## config.mk

```make
export PLATFORM = sky130hd
export DESIGN_NAME = pipe_hazard_ctrl
export DESIGN_NICKNAME = d
export VERILOG_FILES = /design/src/rtl/pipe_hazard_ctrl.sv
export SDC_FILE = /design/constraint.sdc
export NUM_CORES = 1
export LEC_CHECK = 0
export ABC_AREA = 1
export CAP_MARGIN = 5
export CORE_AREA = 2 2 61 63
export CTS_CLUSTER_SIZE = 20
export DETAILED_ROUTE_END_ITERATION = 10
export DIE_AREA = 0 0 63 65
export GPL_TIMING_DRIVEN = 0
export PLACE_DENSITY = 0.61
export SYNTH_ARGS = -nofsm -noshare
export SYNTH_HDL_FRONTEND = slang
export SYNTH_SLANG_ARGS = --single-unit
export TNS_END_PERCENT = 50
```

## constraint.sdc

```tcl
create_clock -name clk -period 2.3 [get_ports clk]
set_input_delay 0.345 -clock clk [delete_from_list [all_inputs] [get_ports clk]]
set_output_delay 0.345 -clock clk [all_outputs]
set_load 0.02 [all_outputs]
```

## src/rtl/pipe_hazard_ctrl.sv

```systemverilog
// Stall/flush/freeze controller for the image-filter pipeline (PC, IF/ID, ID/EX, EX/MEM).
// Define HAZARD_PERF_EN to add the stall_cnt / flush_cnt performance counters.
module pipe_hazard_ctrl #(
  parameter logic [3:0]  LOAD_OPCODE      = 4'b1000,
  parameter int          LOAD_STALL_CYC   = 1,
  parameter int          BRANCH_FLUSH_CYC = 2,
  parameter logic [15:0] RS_USED_MASK     = 16'hFFFD,
  parameter logic [7:0]  MEM_TIMEOUT      = 8'd255
) (
  input  logic       clk,
  input  logic       rst,
  input  logic [3:0] id_opcode,
  input  logic [3:0] id_rp,
  input  logic [3:0] id_rs,
  input  logic       ex_mem_read,
  input  logic [3:0] ex_rg,
  input  logic       ex_branch_taken,
  input  logic       mem_busy,
  output logic       pc_we,
  output logic       if_id_we,
  output logic       if_id_flush,
  output logic       id_ex_we,
  output logic       id_ex_bubble,
  output logic       ex_mem_we,
  output logic [1:0] ctrl_state,
  output logic       mem_timeout
`ifdef HAZARD_PERF_EN
  ,
  output logic [15:0] stall_cnt,
  output logic [15:0] flush_cnt
`endif
);

  typedef enum logic [1:0] {
    RUN    = 2'd0,
    LSTALL = 2'd1,
    FLUSH  = 2'd2,
    MWAIT  = 2'd3
  } state_t;

  localparam logic [2:0] LOAD_CNT_INIT  = 3'(LOAD_STALL_CYC - 1);
  localparam logic [2:0] FLUSH_CNT_INIT = 3'(BRANCH_FLUSH_CYC - 1);

  state_t     state, state_nx, ret_state, ret_nx, eff_state;
  logic [2:0] cnt, cnt_nx;
  logic [7:0] tmo, tmo_inc;
  logic       hz;

  assign hz = ex_mem_read &
              ((ex_rg == id_rp) | (RS_USED_MASK[id_opcode] & (ex_rg == id_rs)));
  assign tmo_inc    = (tmo == 8'hFF) ? tmo : tmo + 8'd1;
  assign ctrl_state = state;
  // Leaving MWAIT behaves exactly like the interrupted state with its frozen count.
  assign eff_state  = (state == MWAIT) ? ret_state : state;

  always_comb begin
    pc_we        = 1'b1;
    if_id_we     = 1'b1;
    if_id_flush  = 1'b0;
    id_ex_we     = 1'b1;
    id_ex_bubble = 1'b0;
    ex_mem_we    = 1'b1;
    state_nx     = state;
    cnt_nx       = cnt;
    ret_nx       = ret_state;
    if (rst) begin
      pc_we        = 1'b0;
      if_id_we     = 1'b0;
      if_id_flush  = 1'b1;
      id_ex_bubble = 1'b1;
    end else if (mem_busy) begin
      pc_we     = 1'b0;
      if_id_we  = 1'b0;
      id_ex_we  = 1'b0;
      ex_mem_we = 1'b0;
      state_nx  = MWAIT;
      if (state != MWAIT) ret_nx = state;
    end else begin
      state_nx = eff_state;
      case (eff_state)
        LSTALL: begin
          pc_we        = 1'b0;
          if_id_we     = 1'b0;
          id_ex_bubble = 1'b1;
          if (cnt <= 3'd1) begin
            cnt_nx   = 3'd0;
            state_nx = RUN;
          end else begin
            cnt_nx = cnt - 3'd1;
          end
        end
        FLUSH: begin
          if_id_flush  = 1'b1;
          id_ex_bubble = 1'b1;
          if (cnt <= 3'd1) begin
            cnt_nx   = 3'd0;
            state_nx = RUN;
          end else begin
            cnt_nx = cnt - 3'd1;
          end
        end
        RUN: begin
          if (ex_branch_taken) begin
            if_id_flush  = 1'b1;
            id_ex_bubble = 1'b1;
            cnt_nx       = FLUSH_CNT_INIT;
            state_nx     = (FLUSH_CNT_INIT != 3'd0) ? FLUSH : RUN;
          end else if (hz) begin
            pc_we        = 1'b0;
            if_id_we     = 1'b0;
            id_ex_bubble = 1'b1;
            cnt_nx       = LOAD_CNT_INIT;
            state_nx     = (LOAD_CNT_INIT != 3'd0) ? LSTALL : RUN;
          end
        end
        default: state_nx = RUN;
      endcase
    end
  end

  always_ff @(posedge clk) begin
    if (rst) begin
      state       <= RUN;
      cnt         <= 3'd0;
      ret_state   <= RUN;
      tmo         <= 8'd0;
      mem_timeout <= 1'b0;
    end else begin
      state     <= state_nx;
      cnt       <= cnt_nx;
      ret_state <= ret_nx;
      if (state == MWAIT && mem_busy) begin
        tmo <= tmo_inc;
        if (tmo_inc >= MEM_TIMEOUT) mem_timeout <= 1'b1;
      end else begin
        tmo <= 8'd0;
      end
    end
  end

`ifdef HAZARD_PERF_EN
  always_ff @(posedge clk) begin
    if (rst) begin
      stall_cnt <= 16'd0;
      flush_cnt <= 16'd0;
    end else begin
      if (!pc_we && stall_cnt != 16'hFFFF) stall_cnt <= stall_cnt + 16'd1;
      if (if_id_flush && flush_cnt != 16'hFFFF) flush_cnt <= flush_cnt + 16'd1;
    end
  end
`endif

endmodule
```

==> Yosys cells after proc, flatten, opt, wreduce, memory -nomap -nowiden <==
Memories as Yosys holds them, arrays and structs flattened.
Cells that the tools add are included.
{ "totals": {"ff_bits": 16, "rom_bits": 16, "in_bits": 21, "out_inout_bits": 9, "wordCells": 60, "mem_count": 1} }
{ "memory_table": {"columns": ["name", "words", "word_bits", "read_ports", "rd_ports_with_merged_regs", "write_ports", "line", "text"], "rows": [
  ["(no name shown)", 16, 1, 1, 0, 0, "50", "((ex_rg == id_rp) | (RS_USED_MASK[id_opcode] & (ex_rg == id_rs)));"]
]} }
{ "classes": {"addsub": 2, "n_lt_le_gt_ge": 3, "eq_ne": 8, "muxes": 28, "bitwise_logic": 5, "n_reduce_logical": 8} }
{ "ops": {"columns": ["operator", "count"], "rows": [
  ["$mux 1", 14],
  ["$mux 2", 5],
  ["$mux 3", 3],
  ["$add 8x1->8 const B", 1],
  ["$eq 4x4->1", 2],
  ["$eq 8x8->1 const B", 1],
  ["$ge 8x8->1 const B", 1],
  ["$mux 8", 1],
  ["$pmux 1 s2", 3],
  ["$pmux 3 s2", 1],
  ["$lt 4x5->1 const B", 1],
  ["$eq 2x2->1 const B", 2],
  ["$pmux 2 s2", 1],
  ["$reduce_and 2->1", 2],
  ["$reduce_or 2->1", 2],
  ["$le 3x1->1 const B", 1],
  ["$ne 3x3->1 const B", 1],
  ["$reduce_and 3->1", 1],
  ["$sub 3x1->3 const B", 1],
  ["$and 1x1->1", 2],
  ["$eq 2x1->1 const B", 1],
  ["$logic_not 2->1", 1],
  ["$ne 2x2->1 const B", 1],
  ["$not 1->1", 2],
  ["3 further kinds", 3]
]} }

==> Longest topological paths before layout <==
{ "logic_depth": {"ltp_word": 10, "ltp_mapped": 12} }

==> Worst setup path before layout <==
No wires, ideal clock.
{ "synth_timing": {"path_kind": "reg-to-output", "from": "register state[0], in the netlist ctrl_state[0]", "to": "output pc_we", "t_arrival_ps": 1747, "setup_slack_ps": 208, "path_stages_with_launch": 10, "n_path_buf": 1, "path_cell_list": "dfxtp_1 > inv_1 > a21oi_1 > inv_1 > ha_1 > nand2_1 > nand2_1 > o21ai_0 > inv_1 > buf_4"} }
{ "synth_via": {"elab_chain_cells": 6} }
{ "synth_rtl": {"columns": ["item", "line", "text"], "rows": [
  ["from (decl)", "44", "state_t state, state_nx, ret_state, ret_nx, eff_state;"],
  ["from (signal assigned)", "129", "state <= state_nx;"],
  ["$eq 2x2->1", "54", "assign eff_state = (state == MWAIT) ? ret_state : state;"],
  ["$mux 2 *", "54", null],
  ["$eq 2x1->1 or $logic_not 2->1 (tied branches)", null, null],
  ["$pmux 1 s2 *", null, null],
  ["$mux 1 * (2 in series)", null, null],
  ["to (decl)", "19", "output logic pc_we,"]
]} }
Mark *: on every way between the ends. The rest lies on a longest branch, timed or not.

==> Worst setup path after layout <==
{ "layout_timing": {"from": "input ex_rg[1]", "to": "output pc_we"} }
{ "layout_via": {"elab_chain_cells": 9} }
{ "layout_rtl": {"columns": ["item", "line", "text"], "rows": [
  ["from (decl)", "16", "input logic [3:0] ex_rg,"],
  ["$eq 4x4->1", "50", null],
  ["$and 1x1->1", "50", null],
  ["$or 1x1->1 *", "50", null],
  ["$and 1x1->1 *", "49", "assign hz = ex_mem_read &"],
  ["$mux 1 *", "108", "end else if (hz) begin"],
  ["$mux 1 *", "103", "if (ex_branch_taken) begin"],
  ["$pmux 1 s2 *", "80", "case (eff_state)"],
  ["$mux 1 *", "71", "end else if (mem_busy) begin"],
  ["$mux 1 *", "66", "if (rst) begin"]
]} }
Marked as above.

==> impl_metrics.yaml <==
die:
  start_util_pct: 33.3
  dieArea_sq_mm: 0.00410
  io_pins: 30
  floorplan.rows: 22
  core_sq_mm: 0.00350
  die-width_um: 63
  dieHeight_um: 65
final_layout:
  num-nets-final: 243
  drive_above_1_share_pct: 14.5
  final_cell_mix: "sky130_fd_sc_hd__nand2_1, sky130_fd_sc_hd__inv_1, sky130_fd_sc_hd__nor2_1"
  insertedDiodeCount: 0
  final_common_cell: "sky130_fd_sc_hd__nand2_1"
  multi_input_comb_area_sq_um: 716
  nFillCells: 377
  register_area_sq_um: 323
  area_growth_pct: 34.0
timing:
  maxSlewViolCount: 0
  finalClockSkew_ns: 0.000915
  slew-limit-headroom_pct: 78.2
  grt_setup_unrepaired: "true"
  setup_tns_ns: 0
  fin_ws_ns: 0.130
  timing.final.setup_violations: 0
  timing_worst_slew_pin_value_ns: 0.324
  timing.hold.ws_ns: 0.398
  finalCritPeriodShare_pct: 94.4
  fin_crit_ns: 2.17
  final_hold_viol_count: 0
  fmaxAchievable_ghz: 0.461
detailed_routing:
  drt_wl_total_um: 2450
  drc: 0
  routed_wire_length_per_instance_um: 9.35
  vias_per_cell: 4.35
  drtIter0Drc: 65
  drt-pass1-iter-count: 4
  ant_nets: 0
  vias: 1139
cts:
  clock-sinks: 16
  clock_tree.htree_level_count: 1
  clock_insertion_delay_worst_skew_ns: 0.28
  cts.root.buffer_cell: "sky130_fd_sc_hd__clkbuf_4"
  cts_buffer_depth: 2
  clkTransAtPathRegs_ns: 0.09
  cts-buffers-inserted: 3
  tritoncts_clock_tree: "yes"
setup_path:
  cp_top_family: "buffers and inverters"
  crit_path_cell_trace: "clkdlybuf4s50_1, nand2_1, inv_1, nor2_1, nor2_1, nand3_1, nand2_1, nand2_2, nand2_2, nand2_1, o21ai_1, inv_1, buf_4, buf_2"
  critPathRequiredTime_ns: 1.96
  timing.critical_path.depth: 14
  slowest_stage: "sky130_fd_sc_hd__clkdlybuf4s50_1"
  ff2ff_path_depth: 9
  critical_path.most_common_cell: "sky130_fd_sc_hd__nand2_1"
  timing.critical_path.slowest_cell_delay_ns: 0.51
  worst-setup-path-type: "input pin to output pin"
  worst_ep_arrival_time_ns: 1.83
  crit_path_launch_type: "input pin"
  timing.critical_path.buf_inv: 5
  path_max_fanout: 3
  cp-end-kind: "output pin"
grt:
  grt.met3_usage_pct: 3.82
  top_usage_layer: "met2"
  grt_antenna_before_repair: 0
  grt_pass1_wl_um: 4660
  globalRouteOverflowTotal: 0
  grt.met2_usage_pct: 22.3
  grt_max_degree: 10
  grt_use_met1_pct: 18.8
  globalRouteTotalUtil_pct: 13.9
  first_global_vias: 1104
yosys:
  synth.avg_cell_area_sq_um: 6.46
  post_synthesis_register_bit_count: 16
  syn_nets: 208
  syn-cell-area_sq_mm: 0.00116
  syn-instance-count: 180
  yosysUniqueCellTypes: 28
  ys_warn_count: 0
  yosysSeqAreaShare_pct: 27.5
placement:
  pre_cts_ws_ns: -0.373
  post-dp-hpwl_um: 1950
  io_buffer_count: 28
  gp_routability_congestion: 0.747
power:
  p_switching_mw: 0.227
  powerDensity_mw_per_mm2: 465
  ir_worst_vdd_mv: 0.344
  intPower_mw: 0.498
  share_comb_of_total_power_pct: 32.5
  seq_power_share_pct: 41.8
  power_leakage_nw: 0.774
  share_clk_of_total_power_pct: 25.8
  sw_frac_of_total_pct: 31.3
min_path:
  holdCritPathClass: "input pin to flip-flop"
  hold-path-cell-count: 2
flow_run:
  max_cap_check_violation_count: 0
status:
  status: "complete, no violations"
==> power by group through the flow <==
stage,Combinational (mW),Clock (mW),Sequential [mW]
global placement,0.230,0,0.307
CTS,0.234,0.195,0.302
global route,0.271,0.206,0.306
finish,0.235,0.187,0.303
detailed placement,0.232,0,0.308
floorplan,0.139,0,0.311
==> sequential cells by signal, summed over array words and instances (netlist names) <==
signal       cells
mem_timeout      1
cnt              3
ctrl_state       2
tmo              8
ret_state        2
==> through the flow <==
stage                     instance area, sq um  power [mW]  std cells  utilization, %
after floorplan                           1160       0.450        180               -
after detailed placement                  1500       0.540        256            43.0
after global routing                      1560       0.782        262            44.6
after CTS                                 1550       0.731        261            44.4
after global placement                    1500       0.537        256            43.0
final                                     1560       0.725        262            44.6
==> layout make-up <==
cell class	instances	share of cell area (%)
Multi-Input combinational cell	127	45.9
Sequential cell	16	20.7
Timing Repair Buffer	30	17.7
Inverter	34	8.19
Tap cell	48	3.85
Clock buffer	4	2.33
Buffer	3	1.28
==> path summary, 6_finish.rpt <==
kind	to	slack, ns	startpoint
worst min-delay path	ret_state[1]$_SDFFE_PP0P_	0.40	mem_busy
worst max register to register	mem_timeout$_SDFFE_PP0P_	0.63	tmo[0]$_SDFF_PP0_
worst max-delay path	pc_we	0.13	ex_rg[1]
worst min register to register	mem_timeout$_SDFFE_PP0P_	0.47	mem_timeout$_SDFFE_PP0P_
==> layer usage <==
metal  up-vias  part of all wire [%]
met5         -                     0
met4         0                  0.53
met3         2                   4.7
met2        20                    41
met1       487                    54
li1        630                     -
==> repair_timing <==
| action | CTS | global route |
|---|---|---|
| buffers inserted | 1 | 1 |
| hold buffers | 0 | 0 |
| gates resized for setup | 17 | 13 |
| setup endpoints to repair | 6 | 4 |
==> cells in the mapped netlist, drive strengths merged <==
master | count | share of area (%)
nand2 | 44 | 14
inv | 34 | 11
nor2 | 22 | 7.1
dfxtp | 16 | 28
nand3 | 13 | 7.1
a21oi | 11 | 5.1
o21ai | 8 | 3.4
ha | 7 | 7.5
xor2 | 7 | 5.3
nand4 | 3 | 1.6
buf | 2 | 1.3
nand3b | 2 | 1.3
nor3 | 2 | 1.8
a21boi | 1 | 0.65
a21o | 1 | 0.65
a221oi | 1 | 0.75
and2 | 1 | 0.54
clkbuf | 1 | 0.43
o211ai | 1 | 0.65
o21bai | 1 | 0.65
or2 | 1 | 0.54
xnor2 | 1 | 0.75
==> kinds of logic (layout without fill, tap and decap cells) <==
family / Yosys count / after routing / synth area share (%)
and+or+nand+nor: 88 / 88 / 34.4
buffers and inverters: 37 / 71 / 12.7
AOI/OAI and AO/OA: 24 / 24 / 11.8
DFF: 16 / 16 / 27.5
xor gates and xnor gates: 8 / 8 / 6.02
adders and majority gates: 7 / 7 / 7.53
No activity file was read; power rests on OpenSTA's default activity.
